File: src/rtl/uart_pkg.sv
// Shared types and sizing helpers for the UART transceiver.
// Optional feature macro used elsewhere in this slice: UART_RX_FRAME_ERR_EN.
package uart_pkg;

  localparam int DATA_BITS = 8;

  typedef enum logic [2:0] {
    IDLE    = 3'd0,
    START   = 3'd1,
    DATA    = 3'd2,
    STOP    = 3'd3,
    CLEANUP = 3'd4
  } uart_state_e;

  // Bits needed to hold a count of 0 .. clks-1.
  function automatic int cnt_width(input int clks);
    return (clks > 2) ? $clog2(clks) : 1;
  endfunction

endpackage

File: src/rtl/uart_bit_timer.sv
// Free-running bit-period counter with synchronous clear.
// hit flags either the last clock of a bit or the half-bit point.
module uart_bit_timer
  import uart_pkg::*;
#(
  parameter int CLKS_PER_BIT = 434
) (
  input  logic clk,
  input  logic rst_n,
  input  logic clr,
  input  logic half,
  output logic hit
);

  localparam int W = cnt_width(CLKS_PER_BIT);
  localparam logic [W-1:0] FULL_N = W'(CLKS_PER_BIT - 1);
  localparam logic [W-1:0] HALF_N = W'((CLKS_PER_BIT - 1) / 2);

  logic [W-1:0] cnt_r;

  // Count clocks within the current bit; the owning FSM clears on hit.
  always_ff @(posedge clk or negedge rst_n) begin
    if (!rst_n) begin
      cnt_r <= '0;
    end else if (clr) begin
      cnt_r <= '0;
    end else begin
      cnt_r <= cnt_r + W'(1);
    end
  end

  assign hit = (cnt_r == (half ? HALF_N : FULL_N));

endmodule

File: src/rtl/uart_transceiver.sv
// Full-duplex 8N1 UART: independent TX serialiser and RX deserialiser.
// Define UART_RX_FRAME_ERR_EN to add the o_rx_frame_err stop-bit check.
module uart_transceiver
  import uart_pkg::*;
#(
  parameter int CLKS_PER_BIT = 434
) (
  input  logic       i_clk,
  input  logic       i_rst_n,
  input  logic       i_tx_dv,
  input  logic [7:0] i_tx_byte,
  output logic       o_tx_active,
  output logic       o_tx_serial,
  output logic       o_tx_done,
  input  logic       i_rx_serial,
  output logic       o_rx_dv,
  output logic [7:0] o_rx_byte
`ifdef UART_RX_FRAME_ERR_EN
  ,
  output logic       o_rx_frame_err
`endif
);

  localparam logic [2:0] LAST_BIT = 3'(DATA_BITS - 1);

  uart_state_e          tx_state_r;
  logic [DATA_BITS-1:0] tx_byte_r;
  logic [2:0]           tx_idx_r;
  logic                 tx_hit_s;
  logic                 tx_clr_s;

  uart_state_e          rx_state_r;
  logic [DATA_BITS-1:0] rx_shift_r;
  logic [2:0]           rx_idx_r;
  logic [1:0]           rx_sync_r;
  logic                 rx_bit_s;
  logic                 rx_hit_s;
  logic                 rx_clr_s;
  logic                 rx_half_s;

  assign tx_clr_s  = (tx_state_r == IDLE) || (tx_state_r == CLEANUP) || tx_hit_s;
  assign rx_clr_s  = (rx_state_r == IDLE) || (rx_state_r == CLEANUP) || rx_hit_s;
  assign rx_half_s = (rx_state_r == START);
  assign rx_bit_s  = rx_sync_r[1];

  uart_bit_timer #(.CLKS_PER_BIT(CLKS_PER_BIT)) u_tx_timer (
    .clk(i_clk), .rst_n(i_rst_n), .clr(tx_clr_s), .half(1'b0), .hit(tx_hit_s)
  );

  uart_bit_timer #(.CLKS_PER_BIT(CLKS_PER_BIT)) u_rx_timer (
    .clk(i_clk), .rst_n(i_rst_n), .clr(rx_clr_s), .half(rx_half_s), .hit(rx_hit_s)
  );

  // TX FSM: the line is driven one bit ahead so each bit starts on the state edge.
  always_ff @(posedge i_clk or negedge i_rst_n) begin
    if (!i_rst_n) begin
      tx_state_r  <= IDLE;
      tx_byte_r   <= '0;
      tx_idx_r    <= 3'd0;
      o_tx_serial <= 1'b1;
      o_tx_active <= 1'b0;
      o_tx_done   <= 1'b0;
    end else begin
      o_tx_done <= 1'b0;
      case (tx_state_r)
        IDLE: begin
          o_tx_serial <= 1'b1;
          if (i_tx_dv) begin
            tx_byte_r   <= i_tx_byte;
            o_tx_active <= 1'b1;
            o_tx_serial <= 1'b0;
            tx_state_r  <= START;
          end
        end
        START: begin
          if (tx_hit_s) begin
            tx_idx_r    <= 3'd0;
            o_tx_serial <= tx_byte_r[0];
            tx_state_r  <= DATA;
          end
        end
        DATA: begin
          if (tx_hit_s) begin
            if (tx_idx_r == LAST_BIT) begin
              tx_idx_r    <= 3'd0;
              o_tx_serial <= 1'b1;
              tx_state_r  <= STOP;
            end else begin
              tx_idx_r    <= tx_idx_r + 3'd1;
              o_tx_serial <= tx_byte_r[tx_idx_r + 3'd1];
            end
          end
        end
        STOP: begin
          if (tx_hit_s) begin
            o_tx_active <= 1'b0;
            o_tx_done   <= 1'b1;
            tx_state_r  <= CLEANUP;
          end
        end
        CLEANUP: tx_state_r <= IDLE;
        default: begin
          o_tx_serial <= 1'b1;
          o_tx_active <= 1'b0;
          tx_state_r  <= IDLE;
        end
      endcase
    end
  end

  // Two-flop synchroniser for the asynchronous RX pin; idles high.
  always_ff @(posedge i_clk or negedge i_rst_n) begin
    if (!i_rst_n) begin
      rx_sync_r <= 2'b11;
    end else begin
      rx_sync_r <= {rx_sync_r[0], i_rx_serial};
    end
  end

  // RX FSM: confirm the start bit at mid-bit, then sample every bit centre.
  always_ff @(posedge i_clk or negedge i_rst_n) begin
    if (!i_rst_n) begin
      rx_state_r     <= IDLE;
      rx_shift_r     <= '0;
      rx_idx_r       <= 3'd0;
      o_rx_byte      <= 8'h00;
      o_rx_dv        <= 1'b0;
`ifdef UART_RX_FRAME_ERR_EN
      o_rx_frame_err <= 1'b0;
`endif
    end else begin
      o_rx_dv        <= 1'b0;
`ifdef UART_RX_FRAME_ERR_EN
      o_rx_frame_err <= 1'b0;
`endif
      case (rx_state_r)
        IDLE: begin
          if (!rx_bit_s) begin
            rx_state_r <= START;
          end
        end
        START: begin
          if (rx_hit_s) begin
            rx_idx_r   <= 3'd0;
            rx_state_r <= rx_bit_s ? IDLE : DATA;
          end
        end
        DATA: begin
          if (rx_hit_s) begin
            rx_shift_r <= {rx_bit_s, rx_shift_r[DATA_BITS-1:1]};
            if (rx_idx_r == LAST_BIT) begin
              rx_idx_r   <= 3'd0;
              rx_state_r <= STOP;
            end else begin
              rx_idx_r <= rx_idx_r + 3'd1;
            end
          end
        end
        STOP: begin
          if (rx_hit_s) begin
`ifdef UART_RX_FRAME_ERR_EN
            if (rx_bit_s) begin
              o_rx_byte <= rx_shift_r;
              o_rx_dv   <= 1'b1;
            end else begin
              o_rx_frame_err <= 1'b1;
            end
`else
            o_rx_byte <= rx_shift_r;
            o_rx_dv   <= 1'b1;
`endif
            rx_state_r <= CLEANUP;
          end
        end
        CLEANUP: rx_state_r <= IDLE;
        default: rx_state_r <= IDLE;
      endcase
    end
  end

endmodule

File: config.mk
export PLATFORM = sky130hd
export DESIGN_NAME = uart_transceiver
export DESIGN_NICKNAME = d
export VERILOG_FILES = /design/src/rtl/uart_pkg.sv /design/src/rtl/uart_bit_timer.sv /design/src/rtl/uart_transceiver.sv
export SDC_FILE = /design/constraint.sdc
export NUM_CORES = 1
export LEC_CHECK = 0
export BUFFER_PORTS_ARGS = -buffer_cell sky130_fd_sc_hd__buf_4
export CORE_ASPECT_RATIO = 2
export CORE_MARGIN = 3
export CORE_UTILIZATION = 55
export CTS_CLUSTER_DIAMETER = 80
export CTS_CLUSTER_SIZE = 10
export DETAILED_ROUTE_END_ITERATION = 8
export GPL_ROUTABILITY_DRIVEN = 0
export PLACE_DENSITY = 0.74
export SLEW_MARGIN = 20
export SYNTH_ARGS = -nofsm -noshare
export SYNTH_HDL_FRONTEND = slang
export SYNTH_SLANG_ARGS = --single-unit
File: constraint.sdc
create_clock -name i_clk -period 1.9 [get_ports i_clk]
set_input_delay 0 -clock i_clk [delete_from_list [all_inputs] [get_ports i_clk]]
set_output_delay 0 -clock i_clk [all_outputs]
set_load 0.02 [all_outputs]
==> results of run 1 <==
path summary, 6_finish.rpt:
kind                                            end  depth (start not counted)  slack, ps
min in group asynchronous       u_rx_timer.cnt_r[5]                          2        260
worst min register to register         rx_sync_r[1]                          0        370
max in group asynchronous       u_tx_timer.cnt_r[3]                          2       1150
worst max register to register         o_rx_byte[1]                          4        140
worst max-delay path                   o_rx_byte[1]                          4        140
worst min-delay path                    o_tx_serial                          4        150
tightest hold or removal path: cells and delay by family:
kind | cells | cell delay (ps)
AOI/OAI and AO/OA | 3 | 390
buffers and inverters | 1 | 90
cells by family (layout without fill, tap and decap cells):
kind of cell / after synthesis / count (layout)
mux: 27 / 27
buf+inv: 14 / 61
simple gates: 75 / 75
fa+ha+maj: 7 / 7
compound gates: 26 / 26
flops: 60 / 60
xor+xnor: 16 / 16
synth_stat cells (4+ instances only):
cell type  count  area, um2
dfrtp_1       57       1430
nor2_1        29        109
mux2_2        18        203
nand3_1       11       55.1
xor2_1         9       78.8
ha_1           7       87.6
inv_1          7       26.3
mux2_1         7       78.8
xnor2_1        7       61.3
nand2_1        5       18.8
a22o_1         4       35.0
clkbuf_1       4       15.0
metrics by stage:
stage / instances / util [%] / hold slack, ps / area, um2
after detailed placement: 303 / 62.1 / 107 / 3020
after CTS: 329 / 67.8 / 130 / 3300
after floorplan: 225 / - / -296 / 2780
after global routing: 329 / 67.8 / 146 / 3300
after global placement: 303 / 62.1 / 100 / 3020
final: 329 / 67.8 / 153 / 3300
layer usage:
metal / wire, um / vias up
met5: 0 / -
met4: 123 / 0
met2: 2790 / 31
met1: 1850 / 936
li1: - / 887
met3: 147 / 12
layout make-up:
| class | count | share of cell area [%] |
|---|---|---|
| tap | 57 | 2.16 |
| clock buffer | 10 | 4.17 |
| clock inverter | 6 | 1.21 |
| sequential | 60 | 45.6 |
| multi-input combinational | 151 | 36.6 |
| inverter | 7 | 0.796 |
| timing repair buffer | 38 | 9.40 |
power by group:
part	switching (uW)	leakage (uW)	total (uW)	internal [uW]
Combinational	119	0.000713	264	145
Sequential	96.1	0.000776	1470	1380
Clock	504	0.0000803	1010	502
registers in the layout, summed over array words and instances, names as in the netlist:
signal and flops:
tx_state_r 3, u_tx_timer.cnt_r 9, o_rx_dv 1, rx_sync_r 2, rx_idx_r 3, o_rx_byte 8, tx_idx_r 3, rx_shift_r 8
o_tx_active 1, o_tx_serial 1, o_tx_done 1, u_rx_timer.cnt_r 9, tx_byte_r 8, rx_state_r 3
==> impl_metrics.ini, run 1 <==
[clocking]
cts_tree = built
cts-buffers-inserted = 9
cts_setup_buffers = 0
cts.path.max_buffers = 2
cts_resized = 0
ctsHoldBuffers = 10
clkLatencyLatePin_ps = 330
path_clk_slew_ps = 70
cts_sinks = 60
root_buffer = clkbuf_8
cts_max_level = 3

[power]
ir_drop_mv = 0.704
power_density_nw_per_um2 = 832
power_uw = 2740
leakagePower_uw = 0.00157

[layout]
multi_input_area_um2 = 1210
syn2layout_area_growth_pct = 18.8
seqCellArea_um2 = 1510
antenna_cells = 0
fin_nets = 286
final_cell_mix = dfrtp_1, nor2_1, buf_4, mux2_2, nand3_1
mostFrequentLayoutCell = dfrtp_1
fillerInstances = 368
final_layout_size_suffix_gt1_share_pct = 27.2

[detailed_routing]
wl_per_cell_um = 14.9
firstDrtPassIters = 4
viasPerCell = 5.67
finalWirelength_mm = 4.91
route.detailed.drc = 0
vias = 1866
drtIter0Drc = 39
antenna_left = 0

[sta]
setup_tns_ps = 0
period_needed_ps = 1760
finalMaxSlewViolations = 0
setup_violations = 0
setup_ws_ps = 137
finalHoldViolations = 0
rsz0062_at_grt = false
fmax_mhz = 567
fin_skew_ps = 8.16
tightest_slew_ps = 724
timing.final.crit_share_pct = 92.8
slew_headroom_pct = 51.7

[synthesis]
synth_compound_area_share_pct = 7.39
yosysSeqAreaShare_pct = 54.2
yosysUniqueCellTypes = 50
synthMuxAreaShare_pct = 11.8
synth_edf_count = 0
synth_top_family_by_area = simple AND/OR/NAND/NOR gates
synth_xor_area_share_pct = 5.05
synth_fa_ha_area_share_pct = 3.15
yosys_warnings = 0
syn_nets = 244
syn_avg_cell_area_um2 = 12.3
synth_cells = 225
async_flop_share_pct = 100
synth_ff_type = dfrtp_1
synth-simple-area-share_pct = 16.2
synth.ff_latch_count = 60
synth_area_um2 = 2780

[worst_setup_path]
start_kind = flop
critPathRequiredTime_ps = 2120
setup.worst_path.class = reg2reg
path_delay_family = simple AND/OR/NAND/NOR gates
cpPeakStageDelay_ps = 420
worstSetupEndpointType = flop
critPathMaxFanout = 10
cp-startpoint = u_rx_timer.cnt_r[2]
path_cells = nand4bb_4 -> nor2_1 -> nand4_2 -> mux2_2
rr_startpoint = u_rx_timer.cnt_r[2]
worstPathBufferInverterCount = 0
worstPathArrival_ps = 1980
slowest_stage = dfrtp_1

[floorplanning]
start_util_pct = 57.1
die_y_um = 106
coreArea_um2 = 4860
die_w_um = 56.2
dieArea_um2 = 5990
rows = 36
ioPinCount = 24

[global_route]
top_usage_layer = met2
use_met1_pct = 18.8
grt_pass1_vias = 1999
antenna_found_initial = 0
grt_overflow = 0
grt_pass1_wl_mm = 8.54
track_usage_pct = 18.6
gr-usage-met3_pct = 5.35
grt_max_degree = 61
gr-usage-met2_pct = 32.8

[placement]
place_ws_ps = 145
dp_hpwl_mm = 3.49
io_buffers = 23

[flow_run]
drv_cap = 0

[hold_path]
hp-class = in2reg
min_from = i_tx_dv

[outcome]
status = complete, no violations
No activity file was read; power rests on OpenSTA's default activity.
==> inputs of run 2 (changes only) <==
--- a/config.mk
+++ b/config.mk
@@ -6,14 +6,17 @@
 export NUM_CORES = 1
 export LEC_CHECK = 0
 export BUFFER_PORTS_ARGS = -buffer_cell sky130_fd_sc_hd__buf_4
+export CELL_PAD_IN_SITES_DETAIL_PLACEMENT = 1
+export CELL_PAD_IN_SITES_GLOBAL_PLACEMENT = 1
 export CORE_ASPECT_RATIO = 2
 export CORE_MARGIN = 3
-export CORE_UTILIZATION = 55
+export CORE_UTILIZATION = 48
 export CTS_CLUSTER_DIAMETER = 80
 export CTS_CLUSTER_SIZE = 10
 export DETAILED_ROUTE_END_ITERATION = 8
 export GPL_ROUTABILITY_DRIVEN = 0
-export PLACE_DENSITY = 0.74
+export HOLD_SLACK_MARGIN = 0.05
+export PLACE_DENSITY_LB_ADDON = 0.1
 export SLEW_MARGIN = 20
 export SYNTH_ARGS = -nofsm -noshare
 export SYNTH_HDL_FRONTEND = slang
==> impl_metrics.ini, run 2 (same netlist as run 1, synthesis figures left out) <==
[floorplanning]
coreArea_um2 = 5520
ioPinCount = 24
die_w_um = 59.8
dieArea_um2 = 6790
rows = 38
start_util_pct = 50.3
die_y_um = 114

[global_route]
grt_pass1_wl_mm = 9.61
antenna_found_initial = 0
grt_max_degree = 61
track_usage_pct = 19.2
grt_overflow = 0
grt_pass1_vias = 2079

[sta]
rsz0062_at_grt = true
slew_headroom_pct = 51.1
fin_skew_ps = 8.29
hold_slack_ps = 238
setup_violations = 0
period_needed_ps = 1800
tightest_slew_ps = 734
setup_tns_ps = 0
finalMaxSlewViolations = 0
timing.final.crit_share_pct = 95.0
setup_ws_ps = 95.2
finalHoldViolations = 0
fmax_mhz = 554

[worst_setup_path]
start_kind = flop
worstPathArrival_ps = 2030
path_delay_family = simple AND/OR/NAND/NOR gates
slowest_stage = dfrtp_1
critPathMaxFanout = 11
path_cells = nand4bb_4 -> nor2_1 -> and4_4 -> mux2_2
critPathRequiredTime_ps = 2130
setup.worst_path.class = reg2reg
cpPeakStageDelay_ps = 430
worstPathBufferInverterCount = 0
worstSetupEndpointType = flop

[detailed_routing]
finalWirelength_mm = 5.58
wl_per_cell_um = 16.5
firstDrtPassIters = 4
route.detailed.drc = 0
viasPerCell = 5.65
vias = 1905
drtIter0Drc = 47
antenna_left = 0

[clocking]
cts_tree = built
cts_max_level = 3
cts.path.max_buffers = 2
cts_setup_buffers = 0
path_clk_slew_ps = 60
cts-buffers-inserted = 9
root_buffer = clkbuf_8
clkLatencyLatePin_ps = 350
cts_resized = 0
cts_sinks = 60

[power]
leakagePower_uw = 0.00163
power_density_nw_per_um2 = 893
ir_drop_mv = 0.776

[layout]
fin_cells = 337
syn2layout_area_growth_pct = 21.7
fin_nets = 291
reg_top3 = u_rx_timer.cnt_r x9, u_tx_timer.cnt_r x9
final_cell_mix = dfrtp_1, buf_4, nor2_1, mux2_2, nand3_1
antenna_cells = 0
final_layout_size_suffix_gt1_share_pct = 28.2
mostFrequentLayoutCell = dfrtp_1

[placement]
io_buffers = 23
place_ws_ps = 79.1
dp_hpwl_mm = 3.97
dp.cells = 311

[hold_path]
hp-class = in2reg

[flow_run]
drv_cap = 0

[outcome]
status = complete, no violations
## run 2: final cells by class
type	count	area [um2]
clock buffer	11	141
multi-input combinational	151	1210
sequential	60	1510
clock inverter	5	75.1
inverter	7	26.3
tap	60	75.1
timing repair buffer	43	348
fill	571	2140
## run 2: per-stage QoR
stage                     total power, uW  utilization (%)  cell area, um2
after floorplan                      1650                -            2780
after global placement               1760             55.5            3060
after detailed placement             1770             55.5            3060
after CTS                            3060             61.3            3380
after global routing                 3170             61.3            3380
final                                3020             61.3            3380
## run 2: final timing paths
| path | start | end | slack [ps] | cells after the start |
|---|---|---|---|---|
| max | u_rx_timer.cnt_r[2] | rx_shift_r[7] | 100 | 4 |
| min | i_tx_dv | o_tx_serial | 240 | 4 |
| max reg2reg | u_rx_timer.cnt_r[2] | rx_shift_r[7] | 100 | 4 |
| min reg2reg | rx_sync_r[0] | rx_sync_r[1] | 360 | 0 |
| max in group asynchronous | i_rst_n | u_rx_timer.cnt_r[1] | 1150 | 2 |
| min in group asynchronous | i_rst_n | u_rx_timer.cnt_r[7] | 260 | 2 |
## run 2: repair_timing
item	in CTS	in global routing
endpoints found under the hold margin	66	0
setup endpoints to repair	0	2
hold buffers	10	0
## run 2: report_power, final
group	internal (uW)	switching, uW
logic	158	137
clock network	767	490
registers	1380	88.8
## run 2: tightest hold or removal path, cell delays in order
cell and delay [ps]:
buf_4 90, o31ai_1 60, a211oi_1 290, a32oi_1 140
## run 2: layer usage
metal,wire (um),global-route usage (%),part of all wire [%]
met1,2090,19.7,38
met2,3160,33.8,57
met4,146,9.02,2.6
met3,181,5.89,3.2
met5,0,0,0
==> inputs of run 3 (changes only) <==
==> constraint.sdc (replaced) <==
create_clock -name i_clk -period 1.9 [get_ports i_clk]
set_input_delay 0.19 -clock i_clk [delete_from_list [all_inputs] [get_ports i_clk]]
set_output_delay 0.19 -clock i_clk [all_outputs]
set_load 0.02 [all_outputs]
==> impl_metrics.ini, run 3 (same netlist as run 1, synthesis figures left out) <==
[global_route]
top_usage_layer = met2
track_usage_pct = 18.9
grt_pass1_wl_mm = 9.46
gr-usage-met3_pct = 5.78
grt_overflow = 0
use_met1_pct = 19.4
gr-usage-met2_pct = 33.4
antenna_found_initial = 0
grt_pass1_vias = 2043
grt_max_degree = 61

[outcome]
status = complete, no violations

[layout]
stdcell_area_um2 = 3300
syn2layout_area_growth_pct = 18.8
final_cell_mix = dfrtp_1, buf_4, nor2_1, mux2_2, nand3_1
fin_nets = 283
mostFrequentLayoutCell = dfrtp_1
reg_top3 = u_rx_timer.cnt_r x9, u_tx_timer.cnt_r x9
final_util_pct = 59.8
antenna_cells = 0
final_layout_size_suffix_gt1_share_pct = 29.0

[detailed_routing]
finalWirelength_mm = 5.53
wl_per_cell_um = 16.8
viasPerCell = 5.74
vias = 1889
firstDrtPassIters = 4
antenna_left = 0
route.detailed.drc = 0
drtIter0Drc = 54

[power]
leakagePower_uw = 0.00159
power_uw = 3010
power_density_nw_per_um2 = 911
ir_drop_mv = 0.776

[worst_setup_path]
path_depth = 4
worstPathBufferInverterCount = 0
rr_startpoint = u_rx_timer.cnt_r[2]
worstSetupEndpointType = flop
setup.worst_path.class = reg2reg
r2r_setup_slack_ps = 90
critPathRequiredTime_ps = 2130
start_kind = flop
worstPathArrival_ps = 2030
critPathMaxFanout = 11
slowest_stage = dfrtp_1
r2r_end = rx_shift_r[7]
path_cells = nand4bb_4 -> nor2_1 -> and4_4 -> mux2_2
cp-startpoint = u_rx_timer.cnt_r[2]
cpPeakStageDelay_ps = 430
crit_end = rx_shift_r[7]
r2r_cells = 4
path_delay_family = simple AND/OR/NAND/NOR gates

[clocking]
cts_resized = 0
cts-buffers-inserted = 9
cts_tree = built
root_buffer = clkbuf_8
cts.path.max_buffers = 2
cts_sinks = 60
cts_setup_buffers = 0
cts_max_level = 3
path_clk_slew_ps = 70
clkLatencyLatePin_ps = 340

[floorplanning]
start_util_pct = 50.3
rows = 38
ioPinCount = 24
die_w_um = 59.8
dieArea_um2 = 6790
coreArea_um2 = 5520
die_y_um = 114

[placement]
placed_area_um2 = 3060
dp_hpwl_mm = 3.97
io_buffers = 23

[sta]
fin_skew_ps = 8.26
finalHoldViolations = 0
rsz0062_at_grt = true
tightest_slew_ps = 735
finalMaxSlewViolations = 0
setup_violations = 0
fmax_mhz = 554
slew_headroom_pct = 51.0
period_needed_ps = 1810
timing.final.crit_share_pct = 95.1

[flow_run]
drv_cap = 0

[hold_path]
hp-class = in2reg
-- run 3: area by class of cell --
| type | instances | area [um2] |
|---|---|---|
| Clock buffer | 11 | 141 |
| Clock inverter | 5 | 75.1 |
| Fill cell | 575 | 2220 |
| Inverter | 7 | 26.3 |
| Multi-Input combinational cell | 151 | 1210 |
| Sequential cell | 60 | 1510 |
| Tap cell | 60 | 75.1 |
| Timing Repair Buffer | 35 | 268 |
-- run 3: through the flow --
step                setup WS (ps)  cells  setup TNS [ps]  hold slack (ps)
finish                       93.8    329               0             75.4
global route                -6.01    329           -9.68             61.9
CTS                          73.5    329               0             59.4
global placement              183    311               0              301
floorplan                     241    225               0             -106
detailed placement           79.1    311               0              302
-- run 3: report_power, final --
group / internal (uW) / leakage [uW] / switching [uW]
sequential: 1380 / 0.000776 / 88.5
clock: 767 / 0.000113 / 490
combinational: 148 / 0.000706 / 134
-- run 3: worst min path at each step --
stage	startpoint	end	slack [ps]	depth (start not counted)
after global placement	i_rx_serial	rx_sync_r[0]	300	1
after floorplan	i_rst_n	o_rx_byte[0]	-110	0
after CTS	i_tx_byte[1]	tx_byte_r[1]	60	2
final	i_tx_byte[3]	tx_byte_r[3]	80	2
after detailed placement	i_rx_serial	rx_sync_r[0]	300	1
after global routing	i_tx_byte[3]	tx_byte_r[3]	60	2
-- run 3: per-layer routing --
layer / routed length, um / vias up
met1: 2050 / 970
met5: 0 / -
met3: 178 / 9
li1: - / 883
met4: 118 / 0
met2: 3180 / 27
-- run 3: what timing repair did --
item,CTS,global route
endpoints found under the setup margin,0,2
endpoints found under the hold margin,58,0
hold buffers,2,0
